--- src/rtl/pc_pkg.sv ---
// Shared defaults for the PC stage: alignment, reset/trap vectors
// and the select-width helper used by the source mux.
package pc_pkg;

  localparam int DEF_ALIGN_BITS = 2;
  localparam logic [31:0] DEF_RESET_VECTOR = 32'h0000_0000;
  localparam logic [31:0] DEF_TRAP_VECTOR  = 32'h0000_0100;

  function automatic int sel_width(input int n);
    return (n <= 2) ? 1 : $clog2(n);
  endfunction

endpackage

--- src/rtl/muxn.sv ---
// N-way next-PC source selector; any out-of-range
// select falls back to the last source.
module muxn
  import pc_pkg::*;
#(
  parameter int DATA_WIDTH = 32,
  parameter int NUM_SRC    = 4,
  localparam int SEL_WIDTH = sel_width(NUM_SRC)
) (
  input  logic [NUM_SRC*DATA_WIDTH-1:0] src_i,
  input  logic [SEL_WIDTH-1:0]          sel_i,
  output logic [DATA_WIDTH-1:0]         out_o
);

  always_comb begin
    out_o = src_i[(NUM_SRC-1)*DATA_WIDTH +: DATA_WIDTH];
    for (int k = 0; k < NUM_SRC - 1; k++) begin
      if (sel_i == SEL_WIDTH'(k))
        out_o = src_i[k*DATA_WIDTH +: DATA_WIDTH];
    end
  end

endmodule

--- src/rtl/pc_select_reg.sv ---
// PC register with source select, stall, queued late redirect
// and misaligned-target trap to a fixed vector.
module pc_select_reg
  import pc_pkg::*;
#(
  parameter int DATA_WIDTH = 32,
  parameter int NUM_SRC    = 4,
  parameter int ALIGN_BITS = DEF_ALIGN_BITS,
  parameter logic [DATA_WIDTH-1:0] RESET_VECTOR =
    DATA_WIDTH'(DEF_RESET_VECTOR),
  parameter logic [DATA_WIDTH-1:0] TRAP_VECTOR =
    DATA_WIDTH'(DEF_TRAP_VECTOR),
  localparam int SEL_WIDTH = sel_width(NUM_SRC)
) (
  input  logic                          clk,
  input  logic                          rst,
  input  logic [NUM_SRC*DATA_WIDTH-1:0] src_i,
  input  logic [SEL_WIDTH-1:0]          sel,
  input  logic                          en,
  input  logic                          redirect_valid,
  input  logic [DATA_WIDTH-1:0]         redirect_target,
  output logic [DATA_WIDTH-1:0]         pc,
  output logic [DATA_WIDTH-1:0]         pc_plus4,
  output logic                          redirect_pending,
  output logic                          trap,
  output logic [DATA_WIDTH-1:0]         trap_addr
);

  logic [DATA_WIDTH-1:0] pc_q, pc_d;
  logic [DATA_WIDTH-1:0] qtgt_q, qtgt_d;
  logic [DATA_WIDTH-1:0] taddr_q, taddr_d;
  logic                  pend_q, pend_d;
  logic                  trap_q, trap_d;
  logic [DATA_WIDTH-1:0] mux_out;
  logic [DATA_WIDTH-1:0] cand;
  logic                  misal;

  muxn #(
    .DATA_WIDTH (DATA_WIDTH),
    .NUM_SRC    (NUM_SRC)
  ) u_mux (
    .src_i (src_i),
    .sel_i (sel),
    .out_o (mux_out)
  );

  always_comb begin
    cand  = redirect_valid ? redirect_target :
            pend_q         ? qtgt_q : mux_out;
    misal = |cand[ALIGN_BITS-1:0];
  end

  always_comb begin
    pc_d    = pc_q;
    qtgt_d  = qtgt_q;
    taddr_d = taddr_q;
    pend_d  = pend_q;
    trap_d  = 1'b0;
    if (en) begin
      // queue always drains: consumed or superseded by live redirect
      pend_d  = 1'b0;
      pc_d    = misal ? TRAP_VECTOR : cand;
      trap_d  = misal;
      taddr_d = misal ? cand : taddr_q;
    end else if (redirect_valid) begin
      pend_d = 1'b1;
      qtgt_d = redirect_target;
    end
  end

  always_ff @(posedge clk or posedge rst) begin
    if (rst) begin
      pc_q    <= RESET_VECTOR;
      qtgt_q  <= '0;
      taddr_q <= '0;
      pend_q  <= 1'b0;
      trap_q  <= 1'b0;
    end else begin
      pc_q    <= pc_d;
      qtgt_q  <= qtgt_d;
      taddr_q <= taddr_d;
      pend_q  <= pend_d;
      trap_q  <= trap_d;
    end
  end

  assign pc               = pc_q;
  assign pc_plus4         = pc_q + DATA_WIDTH'(4);
  assign redirect_pending = pend_q;
  assign trap             = trap_q;
  assign trap_addr        = taddr_q;

endmodule

--- config.mk ---
export PLATFORM = sky130hd
export DESIGN_NAME = pc_select_reg
export DESIGN_NICKNAME = d
export VERILOG_FILES = /design/src/rtl/pc_pkg.sv /design/src/rtl/muxn.sv /design/src/rtl/pc_select_reg.sv
export SDC_FILE = /design/constraint.sdc
export NUM_CORES = 1
export LEC_CHECK = 0
export ABC_AREA = 1
export CAP_MARGIN = 10
export CORE_MARGIN = 2
export CORE_UTILIZATION = 40
export DETAILED_ROUTE_END_ITERATION = 10
export PLACE_DENSITY = 0.72
export SLEW_MARGIN = 20
export SYNTH_ARGS = -nofsm -noshare
export SYNTH_HDL_FRONTEND = slang
export SYNTH_HIERARCHICAL = 1
export SYNTH_SLANG_ARGS = --single-unit
--- constraint.sdc ---
create_clock -name clk -period 5.1 [get_ports clk]
set_clock_uncertainty 0.15 [all_clocks]
set_input_delay 0.51 -clock clk [delete_from_list [all_inputs] [get_ports clk]]
set_output_delay 0.51 -clock clk [all_outputs]
set_load 0.005 [all_outputs]
* Word level (Yosys, flattened, before mapping)
Cells that the tools add are included.
** Word-level totals
- Register bits after elaboration :: 98
- Latch bits :: 0
- RAM bits :: 0
- Memory bits (read-only) :: 0
- Input bits :: 166
- Output and inout port bits :: 98
- Logic and storage cells :: 23
- Memories :: 0
** Cells by class
- $add $sub $neg :: 1
- Multiply operators :: 0
- Div/mod/pow operators :: 0
- Order comparisons :: 0
- Eq/ne operators :: 2
- Shift operators :: 0
- Mux-type cells :: 9
- Bitwise gates (word level) :: 1
- Reductions and logical operators :: 5
** Operators by type and width (number)
- 32-bit two-way mux :: 6
- 32-bit by 3-bit adder with 32-bit output (second input constant) :: 1
- 2-bit AND reduction :: 2
- 1-bit two-way mux :: 3
- 2-bit by 1-bit equality test with 1-bit output (second input constant) :: 1
- 2-bit equality test (second input constant) :: 1
- 2-bit logical NOT :: 1
- 2-bit nonzero test :: 1
- 2-bit OR reduction :: 1
- 1-bit inverter :: 1

* Longest topological paths before layout
Gate-level depths: netlist (run 1).
- Depth in word-level cells :: 8
- Gate-level depth with buffers :: 14
- Mapped depth without buffers :: 11

* Hierarchy
Netlist (run 1), hierarchy kept.
** Modules (own cells, without submodules)
- pc_select_reg :: instances 1, cells an instance 784, area an instance 5570.3 µm², sequential area each 2452.4 µm²
- muxn :: instances 1, cells an instance 280, area an instance 1201.2 µm², sequential area each 0.0 µm²

* Worst setup path after synthesis (run 1)
No wires, ideal clock.
- Path type :: input -> register
- Start :: input port sel[0]
- End :: register pc_q[10] (netlist: pc[10])
- Setup time :: 0.118 ns
- Data arrival time :: 1.651 ns
- Required time :: 4.832 ns
- Slack :: 3.181 ns
- Cell stages on the path :: 14
- Path buffers :: 4
- Path through :: buf_4 -> nor2_8 -> buf_6 -> nand2_1 -> nand2_1 -> nor2_1 -> nor2_1 -> nand2_1 -> nand3_2 -> nand2_1 -> nand2_1 -> buf_6 -> buf_6 -> o21ai_2
** Between the ends
- Word-level cells in the longest chain between the ends :: 8
- Elaborated cells between the ends (all ways) :: 10
- Those cells by class :: 2 x eq/ne; 6 x mux; 2 x reduce/logical
** RTL lines
- from (decl) :: RTL line pc_select_reg.sv:18 : input logic [SEL_WIDTH-1:0] sel,
- 2-bit logical NOT :: RTL line muxn.sv:18 : if (sel_i == SEL_WIDTH'(k))
- 32-bit two-way mux (2 in series) :: RTL line muxn.sv:18
- 32-bit two-way mux (*) :: RTL line muxn.sv:18
- net mux_out[1] :: RTL line pc_select_reg.sv:34 : logic [DATA_WIDTH-1:0] mux_out;
- 32-bit two-way mux (*) :: RTL line pc_select_reg.sv:49 : pend_q ? qtgt_q : mux_out;
- 32-bit two-way mux (*) :: RTL line pc_select_reg.sv:48 : cand = redirect_valid ? redirect_target :
- 2-bit OR reduction (*) :: RTL line pc_select_reg.sv:50 : misal = |cand[ALIGN_BITS-1:0];
- 32-bit two-way mux (*) :: RTL line pc_select_reg.sv:62 : pc_d = misal ? TRAP_VECTOR : cand;
- to (signal assigned) :: RTL line pc_select_reg.sv:79 : pc_q <= pc_d;
- to (decl) :: RTL line pc_select_reg.sv:29 : logic [DATA_WIDTH-1:0] pc_q, pc_d;
Mark *: on every way through the listed nets, which the timed path passes. The rest lies on a longest branch.
A chain may end at the register's enable or synchronous reset.

* Worst setup path in the final report (run 1)
- Start :: input port sel[1]
- End :: register taddr_q[20] (netlist: trap_addr[20])
** Between the ends
- Word-level cells in the longest chain between the ends :: 8
- Elaborated cells between the ends (all ways) :: 10
- Those cells by class :: 2 x eq/ne; 5 x mux; 3 x reduce/logical
** RTL lines
- 2-bit logical NOT :: RTL line muxn.sv:18
- 32-bit two-way mux (2 in series) :: RTL line muxn.sv:18
- 32-bit two-way mux (*) :: RTL line muxn.sv:18
- net mux_out[0] :: RTL line pc_select_reg.sv:34
- 32-bit two-way mux (*) :: RTL line pc_select_reg.sv:49
- 32-bit two-way mux (*) :: RTL line pc_select_reg.sv:48
- 2-bit OR reduction (*) :: RTL line pc_select_reg.sv:50
- 2-bit AND reduction (no source line) (*)
- to (signal assigned) :: RTL line pc_select_reg.sv:81 : taddr_q <= taddr_d;
- to (decl) :: RTL line pc_select_reg.sv:31 : logic [DATA_WIDTH-1:0] taddr_q, taddr_d;
Marked as above.

==> results_dict.tcl, run 1 <==
set metrics [dict create \
    multi_input_area_um2 3710 \
    core_um2 16600 \
    grt_pass1_vias 7048 \
    syn_nets 1231 \
    grt_max_degree 65 \
    area_delta_synth_final_pct 42.9 \
    synthesis.area_um2 6770 \
    synth_cell_types 26 \
    gp_congestion 0.897 \
    vias_per_cell 4.92 \
    antenna_cells 0 \
    dieWidth_um 134 \
    r2r-start "redirect_pending" \
    internal-power_uw 1690 \
    worst_slew_margin_rel_pct 28.2 \
    critPathMaxFanout 64 \
    sw_frac_of_total_pct 31.3 \
    crit_required_ns 5.19 \
    initialDrtViolationCount 511 \
    cp-start-kind "input pin" \
    antenna_found_initial 0 \
    synthTopCellsByArea "dfrtp_1, nand2_1, nand3_1" \
    async_flop_share_pct 100 \
    portBuffers 263 \
    finalHoldViolations 0 \
    clk_pin_slew_ns 0.07 \
    grt_usage_pct 25.2 \
    seq_area_um2 2450 \
    vias 7429 \
    power_density_nw_per_um2 255 \
    holdBufCountCts 0 \
    crit_start "sel[1]" \
    hpwl_mm 17.2 \
    crit_arrival_ns 3.62 \
    die_h_um 134 \
    htreeDepth 3 \
    ys_ff_latch 98 \
    status "complete, no violations" \
    ys_seq_area_share_pct 36.2 \
    cts_tree "done" \
    drive_gt1_share_pct 4.50 \
    drc_errors 0 \
    fin_crit_ns 3.53 \
    clockBufferDepth 2 \
    antenna_left 0 \
    rows 47 \
    start_util_pct 40.8 \
    tns_ns 0 \
    pwr-share-seq_pct 39.8 \
    timing.max_cap.violations 0 \
    worst_slew_pin_slew_ns 1.07 \
    rr_worst_depth 8 \
    comb_power_share_pct 31.3 \
    drt-pass1-iter-count 5 \
    finalWirelength_mm 22.6 \
    min_from "qtgt_q[8]" \
    power.share.clock_pct 28.8 \
    cts_buffers 9 \
    dieArea_um2 18000 \
    synth_edf_count 0 \
    ctsResizeCount 0 \
    cts-root-buf "clkbuf_16" \
    peakVddDrop_v 0.000192 \
    yosysTopAreaCell "dfrtp_1" \
    hold_path_depth 2 \
    p_sw_uw 772 \
    syn_inst 1064 \
    grt_pass1_wl_mm 35.9 \
    pin_count 264 \
    hp-class "reg2reg" \
    yosysWarnings 6 \
    period_share_pct 69.3 \
    finalSetupViolations 0 \
    dominantRegCellSynth "dfrtp_1" \
    end_kind "flip-flop" \
    leakage_uw 0.00453 \
    postCtsSetupBuffers 0 \
    nets 1452 \
    insertion_delay_ns 0.35 \
    synth.top_cell.area_share_pct 36.2 \
    clock.fmax_mhz 283 \
    hold_slack_ns 0.327 \
    rsz0062_at_grt "false" \
    grt-ovfl-total 0 \
    synth_area_per_cell_um2 6.36 \
    critical_path_class "in2reg" \
    cts.sinks 98 \
    fill_cells 1631 \
    slew_viol_final 0 \
    post_drt_wl_per_cell_um 14.9 \
]
-- path summary, 6_finish.rpt --
path / slack, ns / endpoint
max in group asynchronous: 3.28 / pc[19]
setup / recovery: 1.57 / trap_addr[20]
setup reg to reg: 2.75 / trap_addr[20]
hold reg to reg: 0.33 / qtgt_q[8]
min in group asynchronous: 0.51 / trap_addr[3]
hold / removal: 0.33 / qtgt_q[8]
-- worst max-delay path, cell delays in order --
cell,delay [ns]
clkdlybuf4s50_1,0.93
nand2_4,0.51
nor2_1,0.23
nor2_1,0.07
nand2_1,0.07
nand3_2,0.08
nand3_2,0.09
buf_4,0.35
nand2_2,0.49
nand2_1,0.20
nand2_1,0.07
-- metrics by stage --
step	utilization [%]	total power [µW]	worst slack [ns]	cell area (µm²)	cells
floorplan	-	1330	1.88	6770	1064
global placement	56.4	1760	1.28	9360	1494
detailed placement	56.4	1770	1.18	9360	1494
CTS	58.3	2480	1.53	9670	1510
global route	58.3	2610	1.25	9670	1510
finish	58.3	2460	1.57	9670	1510
-- power by group through the flow --
stage / clock network [µW] / logic [µW] / registers (µW)
after floorplan: 0 / 357 / 976
after global placement: 0 / 765 / 995
after detailed placement: 0 / 776 / 994
after CTS: 720 / 778 / 981
after global routing: 759 / 854 / 995
final: 711 / 772 / 982
-- synthesized netlist by cell type (5+ instances only) --
cell / number
inv_2: 6
inv_1: 55
buf_2: 26
xnor2_1: 8
o21ai_2: 10
clkbuf_1: 11
xor2_1: 7
and2_1: 29
nand2_1: 441
nand3b_1: 5
nor2_1: 140
dfrtp_1: 98
nand3_1: 133
o21ai_0: 53
buf_4: 14
buf_6: 9
-- logic make-up after synthesis --
group                      after synthesis  synth area share (%)
AOI/OAI and AO/OA                       64                  5.32
xor gates and xnor gates                15                  1.94
adders and majority gates                1                 0.185
buffers and inverters                  122                  9.02
and+or+nand+nor                        764                  47.3
DFF                                     98                  36.2
-- cell usage in the layout (no fill, tap or decap), types with 9 or more instances in the layout --
master,count
and2_1,29
o21ai_2,10
nand3_1,133
inv_1,54
nor2_1,140
clkbuf_16,9
o21ai_0,53
nand2_1,440
clkdlybuf4s50_1,263
dfrtp_1,98
-- per-layer routing --
layer,vias up,track usage [%],part of all wire (%)
li1,3754,-,-
met1,3329,33.4,42
met4,0,6.67,1.9
met2,318,41.9,48
met3,28,5.52,8.3
met5,-,0,0
-- sequential cells by signal, summed over array words and instances, names as in the netlist --
name and cells:
pc 32, qtgt_q 32, trap_addr 32, redirect_pending 1, trap 1
-- layout make-up --
class                   count  area share [%]
clock buffers               9            2.33
clock inverters             7           0.892
inverters                  61            2.39
multi-input cells         844            38.4
flip-flops and latches     98            25.3
well taps                 220            2.85
repair buffers            271            27.8
(Power assumes the default switching activity.)
==> inputs of run 2 (changes only) <==
==> constraint.sdc (replaced) <==
create_clock -name clk -period 3.5 [get_ports clk]
set_clock_uncertainty 0.15 [all_clocks]
set_input_delay 0.35 -clock clk [delete_from_list [all_inputs] [get_ports clk]]
set_output_delay 0.35 -clock clk [all_outputs]
set_load 0.005 [all_outputs]
==> run 2 against run 1 <==
Worst setup slack worse by 0.87 ns. Critical path type is now reg2out. Critical path depth is 4 lower. Combinational power is 46% higher. Largest cell class unchanged. Final area is 0.83% higher.
==> results_dict.tcl, run 2 (synthesized netlist as in run 1, its figures left out) <==
set metrics [dict create \
    drt-pass1-iter-count 5 \
    tns_ns 0 \
    clock.fmax_mhz 356 \
    holdBufCountCts 0 \
    nets 1461 \
    r2r_slack_ns 1.42 \
    insertion_delay_ns 0.34 \
    rsz0062_at_grt "false" \
    htreeDepth 3 \
    start_util_pct 40.8 \
    grt_usage_pct 24.7 \
    antenna_left 0 \
    internal-power_uw 2490 \
    pwr-share-seq_pct 39.8 \
    core_um2 16600 \
    end_kind "output port" \
    worst_slew_pin_slew_ns 0.746 \
    path_cells "ha_1, inv_1, nor2_1, nand2_1, nor2_2, xor2_1, clkdlybuf4s50_1" \
    drive_gt1_share_pct 5.08 \
    cts.sinks 98 \
    cts_tree "done" \
    finalWirelength_mm 22.5 \
    drc_errors 0 \
    timing.max_cap.violations 0 \
    crit_family "buffers and inverters" \
    area_delta_synth_final_pct 44.1 \
    pin_count 264 \
    crit_start "pc[3]" \
    ctsResizeCount 0 \
    sw_frac_of_total_pct 30.9 \
    layout_common_cells "nand2_1, clkdlybuf4s50_1, nor2_1, nand3_1, dfrtp_1" \
    fin_crit_ns 2.81 \
    r2r-start "redirect_pending" \
    grt-ovfl-total 0 \
    dieWidth_um 134 \
    postCtsSetupBuffers 0 \
    crit_required_ns 3.00 \
    comb_power_share_pct 31.5 \
    status "complete, no violations" \
    total_power_uw 3600 \
    cp-start-kind "flip-flop" \
    portBuffers 263 \
    rows 47 \
    power_density_nw_per_um2 369 \
    cp.depth 7 \
    post_drt_wl_per_cell_um 14.8 \
    period_share_pct 80.2 \
    hp-class "in2async" \
    vias_per_cell 4.92 \
    slew_viol_final 0 \
    finalSetupViolations 0 \
    worst-path-buf-inv 2 \
    peakVddDrop_v 0.000250 \
    critical_path_class "reg2out" \
    cts_buffers 9 \
    crit_arrival_ns 2.31 \
    utilization_pct 58.8 \
    hpwl_mm 17.5 \
    worst_slew_margin_rel_pct 50.3 \
    mostFrequentLayoutCell "nand2_1" \
    vias 7481 \
    grt_max_degree 59 \
    rr_worst_depth 7 \
    power.share.clock_pct 28.7 \
    grt_pass1_wl_mm 35.5 \
    slowest_delay_ns 0.53 \
    cts-root-buf "clkbuf_16" \
    critPathMaxFanout 5 \
    initialDrtViolationCount 399 \
    clk_pin_slew_ns 0.07 \
    gp_congestion 0.886 \
    antenna_found_initial 1 \
    grt_pass1_vias 7020 \
    die_h_um 134 \
    leakage_uw 0.00458 \
    slowest_stage "clkdlybuf4s50_1" \
    clockBufferDepth 2 \
    dieArea_um2 18000 \
    finalHoldViolations 0 \
    p_sw_uw 1110 \
]
[run 2: area by class of cell]
| class | instances | area [µm²] |
|---|---|---|
| diodes | 1 | 2.50 |
| clock inverters | 6 | 72.6 |
| flip-flops and latches | 98 | 2450 |
| multi-input cells | 844 | 3710 |
| repair buffers | 280 | 2770 |
| inverters | 61 | 231 |
| well taps | 220 | 275 |
| clock buffers | 10 | 239 |
| fillers | 1636 | 6830 |
[run 2: stage by stage]
stage	setup slack [ns]	area (µm²)	cells	hold slack, ns
global route	0.498	9750	1520	0.347
detailed placement	0.556	9440	1503	0.309
global placement	0.662	9440	1503	0.306
finish	0.693	9750	1520	0.326
floorplan	0.438	6770	1064	0.292
CTS	0.682	9750	1519	0.326
[run 2: final timing paths]
kind | endpoint
setup / recovery | pc_plus4[14]
hold / removal | pc[3]
setup reg to reg | trap_addr[21]
hold reg to reg | trap_addr[0]
max in group asynchronous | trap_addr[20]
min in group clk | trap_addr[0]
[run 2: power groups by stage]
stage / Sequential [µW] / Clock, µW / Combinational (µW)
floorplan: 1420 / 0 / 521
global placement: 1450 / 0 / 1130
detailed placement: 1450 / 0 / 1140
CTS: 1430 / 1040 / 1140
global route: 1450 / 1080 / 1250
finish: 1430 / 1030 / 1130
[run 2: per-layer routing]
metal | up-vias | wire length (µm) | global-route usage (%)
li1 | 3774 | - | -
met1 | 3334 | 9740 | 33.1
met2 | 341 | 10300 | 41.1
met3 | 32 | 1850 | 4.16
met4 | 0 | 530 | 7.31
met5 | - | 0 | 0
